File: config.mk
export PLATFORM = sky130hd
export DESIGN_NAME = deadtime_gen_n
export DESIGN_NICKNAME = d
export VERILOG_FILES = /design/src/rtl/deadtime_pkg.sv /design/src/rtl/deadtime_ch.sv /design/src/rtl/deadtime_gen_n.sv
export SDC_FILE = /design/constraint.sdc
export NUM_CORES = 1
export LEC_CHECK = 0
export ABC_CLOCK_PERIOD_IN_PS = 5800
export BUFFER_PORTS_ARGS = -buffer_cell sky130_fd_sc_hd__buf_4
export CAP_MARGIN = 20
export CORE_ASPECT_RATIO = 1.25
export CORE_MARGIN = 5
export CORE_UTILIZATION = 45
export CTS_CLUSTER_DIAMETER = 60
export DETAILED_ROUTE_END_ITERATION = 10
export PLACE_DENSITY_LB_ADDON = 0.3
export SLEW_MARGIN = 15
export SYNTH_ARGS = -nofsm -noshare
export SYNTH_HDL_FRONTEND = slang
export SYNTH_HIERARCHICAL = 1
export SYNTH_SLANG_ARGS = --single-unit
export TNS_END_PERCENT = 10
File: constraint.sdc
create_clock -name CLK -period 5.8 [get_ports CLK]
set_clock_uncertainty 0.2 [all_clocks]
set_input_delay 0.29 -clock CLK [delete_from_list [all_inputs] [get_ports CLK]]
set_output_delay 0.29 -clock CLK [all_outputs]
set_load 0.02 [all_outputs]
File: src/rtl/deadtime_pkg.sv
// Shared types and constants for the N-channel dead-time inserter.
package deadtime_pkg;

  localparam int unsigned DT_CNT_W_DEFAULT = 8;

  typedef enum logic [1:0] {
    IDLE = 2'b00,
    HIGH = 2'b01,
    LOW  = 2'b10,
    DEAD = 2'b11
  } dt_state_e;

  // Registered request pair is {gh, gl}
  localparam logic [1:0] REQ_NONE = 2'b00;
  localparam logic [1:0] REQ_L    = 2'b01;
  localparam logic [1:0] REQ_H    = 2'b10;
  localparam logic [1:0] REQ_ILL  = 2'b11;

  // Conduction state a request asks for; illegal maps to no conduction
  function automatic dt_state_e req_target(input logic [1:0] req);
    case (req)
      REQ_H:   return HIGH;
      REQ_L:   return LOW;
      default: return IDLE;
    endcase
  endfunction

endpackage

File: src/rtl/deadtime_ch.sv
// One half-bridge channel: request register, conduction FSM, dead-time
// counter and sticky shoot-through fault flag.
module deadtime_ch
  import deadtime_pkg::*;
#(
  parameter int unsigned CNT_W = DT_CNT_W_DEFAULT
) (
  input  logic             clk,
  input  logic             rst_n,
  input  logic             en,
  input  logic [CNT_W-1:0] dt_cycles,
  input  logic             gh_in,
  input  logic             gl_in,
  input  logic             fault_clr,
  output logic             gh_out,
  output logic             gl_out,
  output logic             fault
);

  dt_state_e        state_q, state_d;
  dt_state_e        target;
  logic [CNT_W-1:0] cnt_q, cnt_d;
  logic [1:0]       req_q;
  logic             gh_d, gl_d, fault_d;

  assign target = req_target(req_q);

  // State register; outputs are flops written alongside the state
  always_ff @(posedge clk or negedge rst_n) begin
    if (!rst_n) begin
      state_q <= IDLE;
      cnt_q   <= '0;
      req_q   <= REQ_NONE;
      gh_out  <= 1'b0;
      gl_out  <= 1'b0;
      fault   <= 1'b0;
    end else begin
      state_q <= state_d;
      cnt_q   <= cnt_d;
      req_q   <= {gh_in, gl_in};
      gh_out  <= gh_d;
      gl_out  <= gl_d;
      fault   <= fault_d;
    end
  end

  // Next-state and counter; dt_cycles only matters at the load edge
  always_comb begin
    state_d = state_q;
    cnt_d   = cnt_q;
    if (!en) begin
      state_d = IDLE;
      cnt_d   = '0;
    end else begin
      case (state_q)
        IDLE: state_d = target;
        HIGH, LOW: begin
          if (target != state_q) begin
            if (dt_cycles == '0) begin
              state_d = target;
            end else begin
              state_d = DEAD;
              cnt_d   = dt_cycles;
            end
          end
        end
        DEAD: begin
          if (cnt_q <= CNT_W'(1)) begin
            state_d = target;
            cnt_d   = '0;
          end else begin
            cnt_d = cnt_q - CNT_W'(1);
          end
        end
        default: state_d = IDLE;
      endcase
    end
  end

  // Output decode from the next state; fault set beats clear
  always_comb begin
    gh_d    = 1'b0;
    gl_d    = 1'b0;
    fault_d = fault & ~fault_clr;
    if (req_q == REQ_ILL) fault_d = 1'b1;
    case (state_d)
      HIGH:    gh_d = 1'b1;
      LOW:     gl_d = 1'b1;
      default: ;
    endcase
  end

endmodule

File: src/rtl/deadtime_gen_n.sv
// N-channel dead-time inserter between the PWM generator and gate drivers.
module deadtime_gen_n
  import deadtime_pkg::*;
#(
  parameter int unsigned N_CH  = 3,
  parameter int unsigned CNT_W = DT_CNT_W_DEFAULT
) (
  input  logic             CLK,
  input  logic             RST_N,
  input  logic             EN,
  input  logic [CNT_W-1:0] DT_CYCLES,
  input  logic [N_CH-1:0]  GH_IN,
  input  logic [N_CH-1:0]  GL_IN,
  input  logic             FAULT_CLR,
  output logic [N_CH-1:0]  GH_OUT,
  output logic [N_CH-1:0]  GL_OUT,
  output logic [N_CH-1:0]  FAULT
);

  // Channels share only dead time, enable and fault clear
  for (genvar i = 0; i < N_CH; i++) begin : g_ch
    deadtime_ch #(
      .CNT_W(CNT_W)
    ) u_ch (
      .clk      (CLK),
      .rst_n    (RST_N),
      .en       (EN),
      .dt_cycles(DT_CYCLES),
      .gh_in    (GH_IN[i]),
      .gl_in    (GL_IN[i]),
      .fault_clr(FAULT_CLR),
      .gh_out   (GH_OUT[i]),
      .gl_out   (GL_OUT[i]),
      .fault    (FAULT[i])
    );
  end

endmodule

=== After elaboration in Yosys (flattened, before gate mapping) ===
Cells that the tools add are included.

* Output and inout port bits: 9
* Register bits: 45
* Input port bits: 18

* Reductions and logical operators: 10
* Multiplexer cells: 40
* Magnitude comparators: 3
* Add/subtract/negate cells: 3
* Eq/ne operators: 36
* Bitwise operators: 4

{| class="wikitable"
|+ Operators with widths
! kind !! count
|-
| 2-to-1 mux 8 bit || 10
|-
| one-hot mux 8 bit (2 select lines) || 3
|-
| equality test 2 bit, second input constant || 15
|-
| <= comparator 8 x 1 -> 1 bit, second input constant || 3
|-
| 2-to-1 mux 2 bit || 12
|-
| subtractor 8 x 1 -> 8 bit, second input constant || 3
|-
| equality test 2 x 1 -> 1 bit, second input constant || 9
|-
| one-hot mux 2 bit (3 select lines) || 3
|-
| one-hot mux 2 bit (2 select lines) || 3
|-
| 2-to-1 mux 1 bit || 9
|-
| inequality test 3 x 1 -> 1 bit, second input constant || 3
|-
| inequality test 3 x 2 -> 1 bit, second input constant || 3
|-
| inequality test 3 bit, second input constant || 3
|-
| AND reduction 3 bit || 3
|-
| zero test 8 bit || 1
|-
| zero test 2 bit || 3
|-
| inequality test 2 bit || 3
|-
| OR reduction 2 bit || 3
|-
| AND 1 bit || 3
|-
| NOT 1 bit || 1
|}

=== Logic depth before layout (Yosys ltp) ===
Gate-level depths: netlist (run 1).

* Word-level depth: 8
* Gate-level depth with buffers: 8
* Gate-level depth less buffers: 7

=== Hierarchy ===
The synthesis (run 1) kept the hierarchy.

{| class="wikitable"
|+ By module, submodules not included
! module !! cells each !! area an instance (sq um) !! instances
|-
| deadtime_ch (g_ch[0].u_ch ...) || 117 || 987.2 || 2
|-
| deadtime_ch (g_ch[2].u_ch) || 130 || 1093.5 || 1
|}

=== Least setup slack after synthesis (run 1) ===
Ideal clock, no wire load.

* Kind: reg2reg
* Start point: reg g_ch[0].u_ch.cnt_q[2]
* End point: reg g_ch[0].u_ch.gl_out
* Path slack: 3.636 ns
* Cell stages (with the launch flop): 6
* Library setup time: 0.126 ns
* Arrival: 1.839 ns
* Required time: 5.474 ns
* Buffers on the path: 0
* Path through: dfrtp_1 > or4_4 > o31a_4 > a2111oi_2 > a211oi_2 > nor2b_1

* Cells in the longest elaborated chain, start to end: 6

{| class="wikitable"
|+ RTL lines
! item !! RTL line !! text
|-
| start: declaration || deadtime_ch.sv:22 || <nowiki>logic [CNT_W-1:0] cnt_q, cnt_d;</nowiki>
|-
| start signal: assignment || deadtime_ch.sv:39 || <nowiki>cnt_q <= cnt_d;</nowiki>
|-
| <= comparator 8 x 1 -> 1 bit || deadtime_ch.sv:68 || <nowiki>if (cnt_q <= CNT_W'(1)) begin</nowiki>
|-
| 2-to-1 mux 2 bit || deadtime_ch.sv:68 ||
|-
| one-hot mux 2 bit (3 select lines) || deadtime_ch.sv:55 || <nowiki>case (state_q)</nowiki>
|-
| 2-to-1 mux 2 bit || deadtime_ch.sv:51 || <nowiki>if (!en) begin</nowiki>
|-
| net g_ch[0].u_ch.state_d[1] || deadtime_ch.sv:20 || <nowiki>dt_state_e state_q, state_d;</nowiki>
|-
| equality test 2 bit || deadtime_ch.sv:86 || <nowiki>case (state_d)</nowiki>
|-
| 2-to-1 mux 1 bit || deadtime_ch.sv:86 ||
|-
| net g_ch[0].u_ch.gl_d || deadtime_ch.sv:24 || <nowiki>logic gh_d, gl_d, fault_d;</nowiki>
|-
| end signal: assignment || deadtime_ch.sv:42 || <nowiki>gl_out <= gl_d;</nowiki>
|-
| end: declaration || deadtime_ch.sv:16 || <nowiki>output logic gl_out,</nowiki>
|}

The timed path passes the listed nets, and every way through them passes these cells.
A chain may end at the register's enable or synchronous reset.

=== Worst setup path in the final report (run 1) ===
* Start point: reg g_ch[0].u_ch.state_q[1]
* End point: reg g_ch[0].u_ch.cnt_q[4]

* Cells in the longest elaborated chain, start to end: 4

{| class="wikitable"
|+ RTL lines
! item !! RTL line !! text
|-
| start: declaration || deadtime_ch.sv:20 ||
|-
| start signal: assignment || deadtime_ch.sv:38 || <nowiki>state_q <= state_d;</nowiki>
|-
| equality test 2 x 1 -> 1 bit / equality test 2 bit (equally long branches) || deadtime_ch.sv:55 ||
|-
| OR reduction 2 bit || deadtime_ch.sv:55 ||
|-
| inequality test 3 x 2 -> 1 bit (no source line), or another cell as far along || -- ||
|-
| AND reduction 3 bit (no source line) / 2-to-1 mux 8 bit (equally long branches) || -- ||
|}

Several ways; a longest one is shown, not always the timed one.

==> summary.md, run 1 <==
| Metric | Value |
|---|---|
| First-pass GRT wire length | 12800 µm |
| Core region area | 0.00661 mm² |
| Setup TNS | 0 ns |
| DR WL/cell | 15.4 µm |
| Number of synthesized flops with an enable pin | 0 |
| Met2 wire length | 3600 µm |
| Vias in the first global route | 2806 |
| Max clock buf depth | 2 |
| Antenna Violating Nets Remaining | 0 |
| Via count | 2849 |
| Fill cells | 623 |
| Worst hold slack | 0.00622 ns |
| Synth warn | 6 |
| Crit-path max FO | 9 |
| Die Ht | 102 µm |
| Cell variety after synth | 55 |
| Starting Density | 46.4% |
| PnR worst setup slack | 3.13 ns |
| Leak | 1.50 nW |
| Final-stage net count | 421 |
| Residual DRC | 0 |
| Area Overhead vs Synth | 12.7% |
| Initial drt markers | 142 |
| CP arrival | 2.69 ns |
| Die Area | 0.00858 mm² |
| Post-synth top cells | 45 x dfrtp_1, 45 x nand2_1, 35 x nor2_1, 30 x inv_1, 26 x a21oi_1 |
| Max-cap violations | 0 |
| Slew @ Worst Pin | 0.736 ns |
| Worst min path class | primary input to register |
| Total power | 1.02 mW |
| Max VDD drop | 0.171 mV |
| Share of post-route cells with drive strength above 1 | 12.6% |
| Final wirelength | 7320 µm |
| Uppermost layer routed | met4 |
| Vias per inst | 5.97 |
| Slew margin rel. | 50.9% |
| Ant diodes | 0 |
| Row count | 33 |
| Final-report setup violation count | 0 |
| Async set-or-reset flop fraction in the synthesized netlist | 100% |
| CTS Buf Count | 5 |
| Max Clock Freq | 0.375 GHz |
| Top area cells in the synthesized netlist | dfrtp_1 37%, nand2_1 5.5%, ha_1 4.9%, nor2_1 4.3%, a21oi_1 4.2% |
| Io pins | 27 |
| Largest area contributor in the netlist | dfrtp_1 |
| Crit path launch type | register |
| CTS HTree Levels | 2 |
| RSZ-0062 raised after global routing | false |
| Worst-Skew Late Latency | 0.30 ns |
| Fin crit share | 46.0% |
| Syn_nets | 394 |
| Avg Synthesized Cell Area | 8.43 µm² |
| CP endpoint kind | register |
| Final core utilization | 52.3% |
| DR pass1 iterations | 5 |
| DP Worst Slack | 3.04 ns |
| Syn Std Cell Area | 0.00307 mm² |
| Outcome | finished clean |
| Worst-path clk slew | 0.08 ns |
| Largest net degree at the start of global routing | 46 |
| Yosys top cell area share | 36.7% |
| Sequential fraction of the synthesis area | 36.7% |
| GRT overflow | 0 |
| Final Hold Vio Count | 0 |
| Tmin final | 2.67 ns |
| DP HPWL | 5220 µm |
| Post-synthesis register bit count | 45 |
| Tot GR Track Use | 18.3% |
| Initial antenna violation count | 0 |
| Cells after Synth | 364 |
| Clk root buf | clkbuf_8 |
| Met3 WL | 387 µm |
| Ys flop type | dfrtp_1 |
| RD Place Congestion | 0.817 |
| Met1 wire length | 3190 µm |
| Die extent in x | 83.9 µm |
| Critical path data required time | 5.83 ns |
| Crit path kind | register to register |
| Pwr Density | 294 mW/mm² |
| Number of port buffers | 26 |
| Postcts setup bufs | 0 |
| Slew Limit Fails | 0 |
| Clk sinks | 45 |
| TritonCTS clock tree | done |
[worst max-delay path, stage by stage (launching register included)]
cell,delay [ns]
dfrtp_1,0.49
inv_1,0.09
ha_1,0.32
inv_1,0.06
a311oi_1,0.35
a32oi_1,0.37
buf_2,0.28
a311o_1,0.27
a21oi_1,0.15
[where the power goes]
group          internal (mW)  leakage (nW)  switching, mW  total, mW
clock network         0.0794        0.0399          0.102      0.181
logic                  0.172         0.866          0.262      0.434
registers              0.357         0.596         0.0460      0.403
[stage by stage]
step / area [µm²] / cells
final: 3460 / 477
after global routing: 3460 / 477
after CTS: 3450 / 475
after detailed placement: 3300 / 462
after global placement: 3300 / 462
after floorplan: 3070 / 364
[cell usage in the layout (no fill, tap or decap), types with 3 or more instances in the layout]
master	netlist	routed
nand4_1	3	3
a311o_1	4	4
or3_1	7	7
nand2_1	45	45
a21o_1	3	3
nor2b_1	10	10
a211oi_2	3	3
xnor2_1	3	3
o32ai_1	5	5
nand3b_1	4	4
dlygate4sd3_1	0	7
clkbuf_8	0	5
a31oi_1	6	6
a211oi_1	8	8
nor2_1	35	35
o22ai_1	7	7
inv_1	30	30
buf_4	0	26
dfrtp_1	45	45
a21oi_1	26	26
nor4bb_1	4	4
a32oi_1	4	4
ha_1	12	12
nor4_1	13	13
nand2b_1	7	7
nor3_1	5	5
o21ai_0	13	13
o21bai_1	4	4
[final timing paths]
| path | startpoint | to | slack, ns | depth (start not counted) |
|---|---|---|---|---|
| setup / recovery | g_ch[0].u_ch/state_q[1] | g_ch[0].u_ch/cnt_q[4] | 3.13 | 8 |
| hold / removal | FAULT_CLR | g_ch[1].u_ch/fault | 0.006 | 2 |
| setup reg to reg | g_ch[0].u_ch/state_q[1] | g_ch[0].u_ch/cnt_q[4] | 3.13 | 8 |
| hold reg to reg | g_ch[1].u_ch/req_q[1] | g_ch[1].u_ch/fault | 0.33 | 2 |
| max in group asynchronous | RST_N | g_ch[1].u_ch/cnt_q[5] | 4.69 | 2 |
| min in group asynchronous | RST_N | g_ch[0].u_ch/cnt_q[4] | 0.32 | 2 |
[routing by layer]
metal	GRT usage, %	vias up
li1	-	1392
met1	22.3	1370
met2	31.0	74
met3	3.95	13
met4	8.79	0
met5	0	-
[layout make-up]
class	instances	area, µm²	area share (%)
Multi-Input combinational cell	272	1750	50.7
Sequential cell	45	1130	32.6
Timing Repair Buffer	35	278	8.03
Inverter	32	120	3.47
Tap cell	87	109	3.15
Clock buffer	5	68.8	1.99
Clock inverter	1	5.00	0.145
[cell families after synthesis]
| kind of cell | Yosys count | share of synthesized area [%] |
|---|---|---|
| and+or+nand+nor | 148 | 25.0 |
| adders and majority gates | 12 | 4.89 |
| DFF | 45 | 36.7 |
| buffers and inverters | 47 | 6.20 |
| AOI/OAI and AO/OA | 108 | 26.1 |
| muxes | 1 | 0.326 |
| xor gates and xnor gates | 3 | 0.857 |
[flip-flops by register name (all words and copies together), names as in the netlist]
signal,flops
g_ch.u_ch/cnt_q,24
g_ch.u_ch/fault,3
g_ch.u_ch/gh_out,3
g_ch.u_ch/gl_out,3
g_ch.u_ch/req_q,6
g_ch.u_ch/state_q,6
[what timing repair did]
action	in CTS	in global routing
hold buffers	7	0
resized for setup	0	0
endpoints found under the hold margin	51	0
Power figures use the tool's default switching activity.
==> run 2: changes to the inputs <==
--- a/config.mk
+++ b/config.mk
@@ -5,7 +5,7 @@
 export SDC_FILE = /design/constraint.sdc
 export NUM_CORES = 1
 export LEC_CHECK = 0
-export ABC_CLOCK_PERIOD_IN_PS = 5800
+export ABC_CLOCK_PERIOD_IN_PS = 2400
 export BUFFER_PORTS_ARGS = -buffer_cell sky130_fd_sc_hd__buf_4
 export CAP_MARGIN = 20
 export CORE_ASPECT_RATIO = 1.25
==> constraint.sdc (replaced) <==
create_clock -name CLK -period 2.4 [get_ports CLK]
set_clock_uncertainty 0.2 [all_clocks]
set_input_delay 0.12 -clock CLK [delete_from_list [all_inputs] [get_ports CLK]]
set_output_delay 0.12 -clock CLK [all_outputs]
set_load 0.02 [all_outputs]
==> summary.md, run 2 (synthesized netlist as in run 1, its figures left out) <==
| Metric | Value |
|---|---|
| Slew @ Worst Pin | 0.614 ns (-0.122 ns) |
| Final Hold Vio Count | 0 (unchanged) |
| CP arrival | 2.29 ns (-0.40 ns) |
| CTS HTree Levels | 2 (unchanged) |
| Max-cap violations | 0 (unchanged) |
| Final wirelength | 7710 µm (+5.2%) |
| Count of cells along the worst hold path | 4 (+2) |
| DR pass1 iterations | 5 (unchanged) |
| Ant diodes | 0 (unchanged) |
| RD Place Congestion | 0.878 (+7.5%) |
| Cells after DPL | 479 (+3.7%) |
| Largest Register | g_ch.u_ch/cnt_q |
| Die Ht | 102 µm (unchanged) |
| Initial antenna violation count | 0 (unchanged) |
| Io pins | 27 (unchanged) |
| Max Clock Freq | 0.431 GHz (+15%) |
| Outcome | finished clean |
| Worst-path clk slew | 0.08 ns (about the same) |
| Area Overhead vs Synth | 18.0% |
| Cell family with most CP delay | compound AO/OA/AOI/OAI gates |
| Residual DRC | 0 (unchanged) |
| Max VDD drop | 0.379 mV (+120%) |
| Crit-path max FO | 7 (-2) |
| Worst-Skew Late Latency | 0.29 ns (about the same) |
| Worst Path Buf+Inv | 0 (-3) |
| Worst r2r dst | g_ch[1].u_ch/gl_out |
| Hold path startpoint | DT_CYCLES[2] |
| Setup TNS | 0 ns (unchanged) |
| Crit Reg-Reg Startpoint | g_ch[1].u_ch/cnt_q[2] |
| Core region area | 0.00661 mm² (unchanged) |
| Pwr Density | 722 mW/mm² (+150%) |
| Critical path data required time | 2.37 ns (-3.46 ns) |
| First-pass GRT wire length | 13200 µm (+3.3%) |
| Slew Limit Fails | 0 (unchanged) |
| Worst-path cell chain | or4_4 -> o31a_4 -> a2111oi_2 -> a211oi_2 -> nor2b_1 |
| DR WL/cell | 15.6 µm (+1.4%) |
| Fin cells | 495 (+3.8%) |
| Worst hold slack | 0.0166 ns (+0.0103 ns) |
| Commonest non-fill, non-tap cells in the layout | 45 x nand2_1, 45 x dfrtp_1, 43 x buf_4 |
| Max FFs per register | 24 (unchanged) |
| DP HPWL | 5650 µm (+8.4%) |
| CP endpoint kind | register |
| Via count | 2927 (+2.7%) |
| Row count | 33 (unchanged) |
| CP peak stage delay | 0.57 ns (+0.08 ns) |
| Clk sinks | 45 (unchanged) |
| TritonCTS clock tree | done |
| DP Worst Slack | 0.0983 ns (-2.94 ns) |
| Fin crit share | 96.6% (+51 points) |
| Antenna Violating Nets Remaining | 0 (unchanged) |
| Crit path kind | register to register |
| PnR worst setup slack | 0.0806 ns (-3.05 ns) |
| Number of port buffers | 26 (unchanged) |
| Leak | 1.60 nW (+6.2%) |
| Tmin final | 2.32 ns (-0.347 ns) |
| Slew margin rel. | 59.0% (+8.1 points) |
| Die extent in x | 83.9 µm (unchanged) |
| Worst min path class | primary input to register |
| Final-stage net count | 437 (+3.8%) |
| Biggest regs | g_ch.u_ch/cnt_q x24, g_ch.u_ch/req_q x6, g_ch.u_ch/state_q x6 |
| Tot GR Track Use | 18.8% (+0.49 points) |
| Starting Density | 46.4% (unchanged) |
| Die Area | 0.00858 mm² (unchanged) |
| Initial drt markers | 148 (+4.2%) |
| Clk root buf | clkbuf_8 |
| Slowest CP cell | or4_4 |
| Largest net degree at the start of global routing | 46 (unchanged) |
| Max clock buf depth | 2 (unchanged) |
| Reg2Reg Depth | 5 (-3) |
| Fill cells | 623 (unchanged) |
| Vias per inst | 5.91 (-1.0%) |
| CTS Buf Count | 5 (unchanged) |
| Reg-to-reg setup timing slack | 0.08 ns (-3.05 ns) |
| GRT overflow | 0 (unchanged) |
| Share of post-route cells with drive strength above 1 | 16.7% (+4.1 points) |
| RSZ-0062 raised after global routing | false |
| Vias in the first global route | 2851 (+1.6%) |
| Hold Path End | g_ch[1].u_ch/cnt_q[2] |
| Crit path launch type | register |
| Final-report setup violation count | 0 (unchanged) |
## run 2: timing repair
item / 4_1_cts / 5_1_grt
hold buffers: 8 / 0
setup endpoints to repair: 0 / 3
buffers inserted: 0 / 0
hold endpoints to repair: 54 / 0
gates resized for setup: 0 / 2
## run 2: worst reg2reg max path, delay by kind of cell, from the launching register on
family | cells | cell delay (ns)
AOI/OAI and AO/OA | 3 | 0.84
and+or+nand+nor | 2 | 0.73
DFF | 1 | 0.44
## run 2: power breakdown
group / internal (mW) / leakage, nW / switching (mW)
sequential: 0.862 / 0.596 / 0.0976
clock: 0.260 / 0.0542 / 0.246
combinational: 0.471 / 0.946 / 0.675
total: 1.59 / 1.60 / 1.02
## run 2: layout make-up
cell class	instances	area [µm²]	area share (%)
clock inverters	1	5.00	0.138
well taps	87	109	3.01
multi-input cells	272	1760	48.6
clock buffers	7	96.3	2.66
repair buffers	51	403	11.1
inverters	32	120	3.32
flip-flops and latches	45	1130	31.1
## run 2: metrics by stage
step                total power, mW  cell area [µm²]  utilization [%]
floorplan                      1.76             3070                -
global placement               2.07             3430             51.9
detailed placement             2.09             3430             51.9
CTS                            2.61             3610             54.7
global route                   2.81             3620             54.8
finish                         2.61             3620             54.8
## run 2: layer usage
| layer | part of all wire (%) | routed length [µm] | vias to the layer above | GRT usage, % |
|---|---|---|---|---|
| met4 | 2.0 | 157 | 0 | 5.69 |
| met2 | 49 | 3800 | 86 | 33.7 |
| met1 | 44 | 3370 | 1403 | 23.1 |
| met3 | 5.0 | 387 | 13 | 3.55 |
| li1 | - | - | 1425 | - |
| met5 | 0 | 0 | - | 0 |
## run 2: worst max path at each step
| stage | cells past startpoint | start | slack [ns] | endpoint |
|---|---|---|---|---|
| floorplan | 5 | g_ch[0].u_ch/cnt_q[2] | 0.24 | g_ch[0].u_ch/gl_out |
| global placement | 8 | g_ch[1].u_ch/state_q[0] | 0.17 | g_ch[1].u_ch/cnt_q[4] |
| detailed placement | 5 | g_ch[1].u_ch/cnt_q[2] | 0.1 | g_ch[1].u_ch/gl_out |
| CTS | 5 | g_ch[1].u_ch/cnt_q[2] | 0.08 | g_ch[1].u_ch/gl_out |
| global route | 5 | g_ch[1].u_ch/cnt_q[2] | 0.005 | g_ch[1].u_ch/gl_out |
| finish | 5 | g_ch[1].u_ch/cnt_q[2] | 0.08 | g_ch[1].u_ch/gl_out |
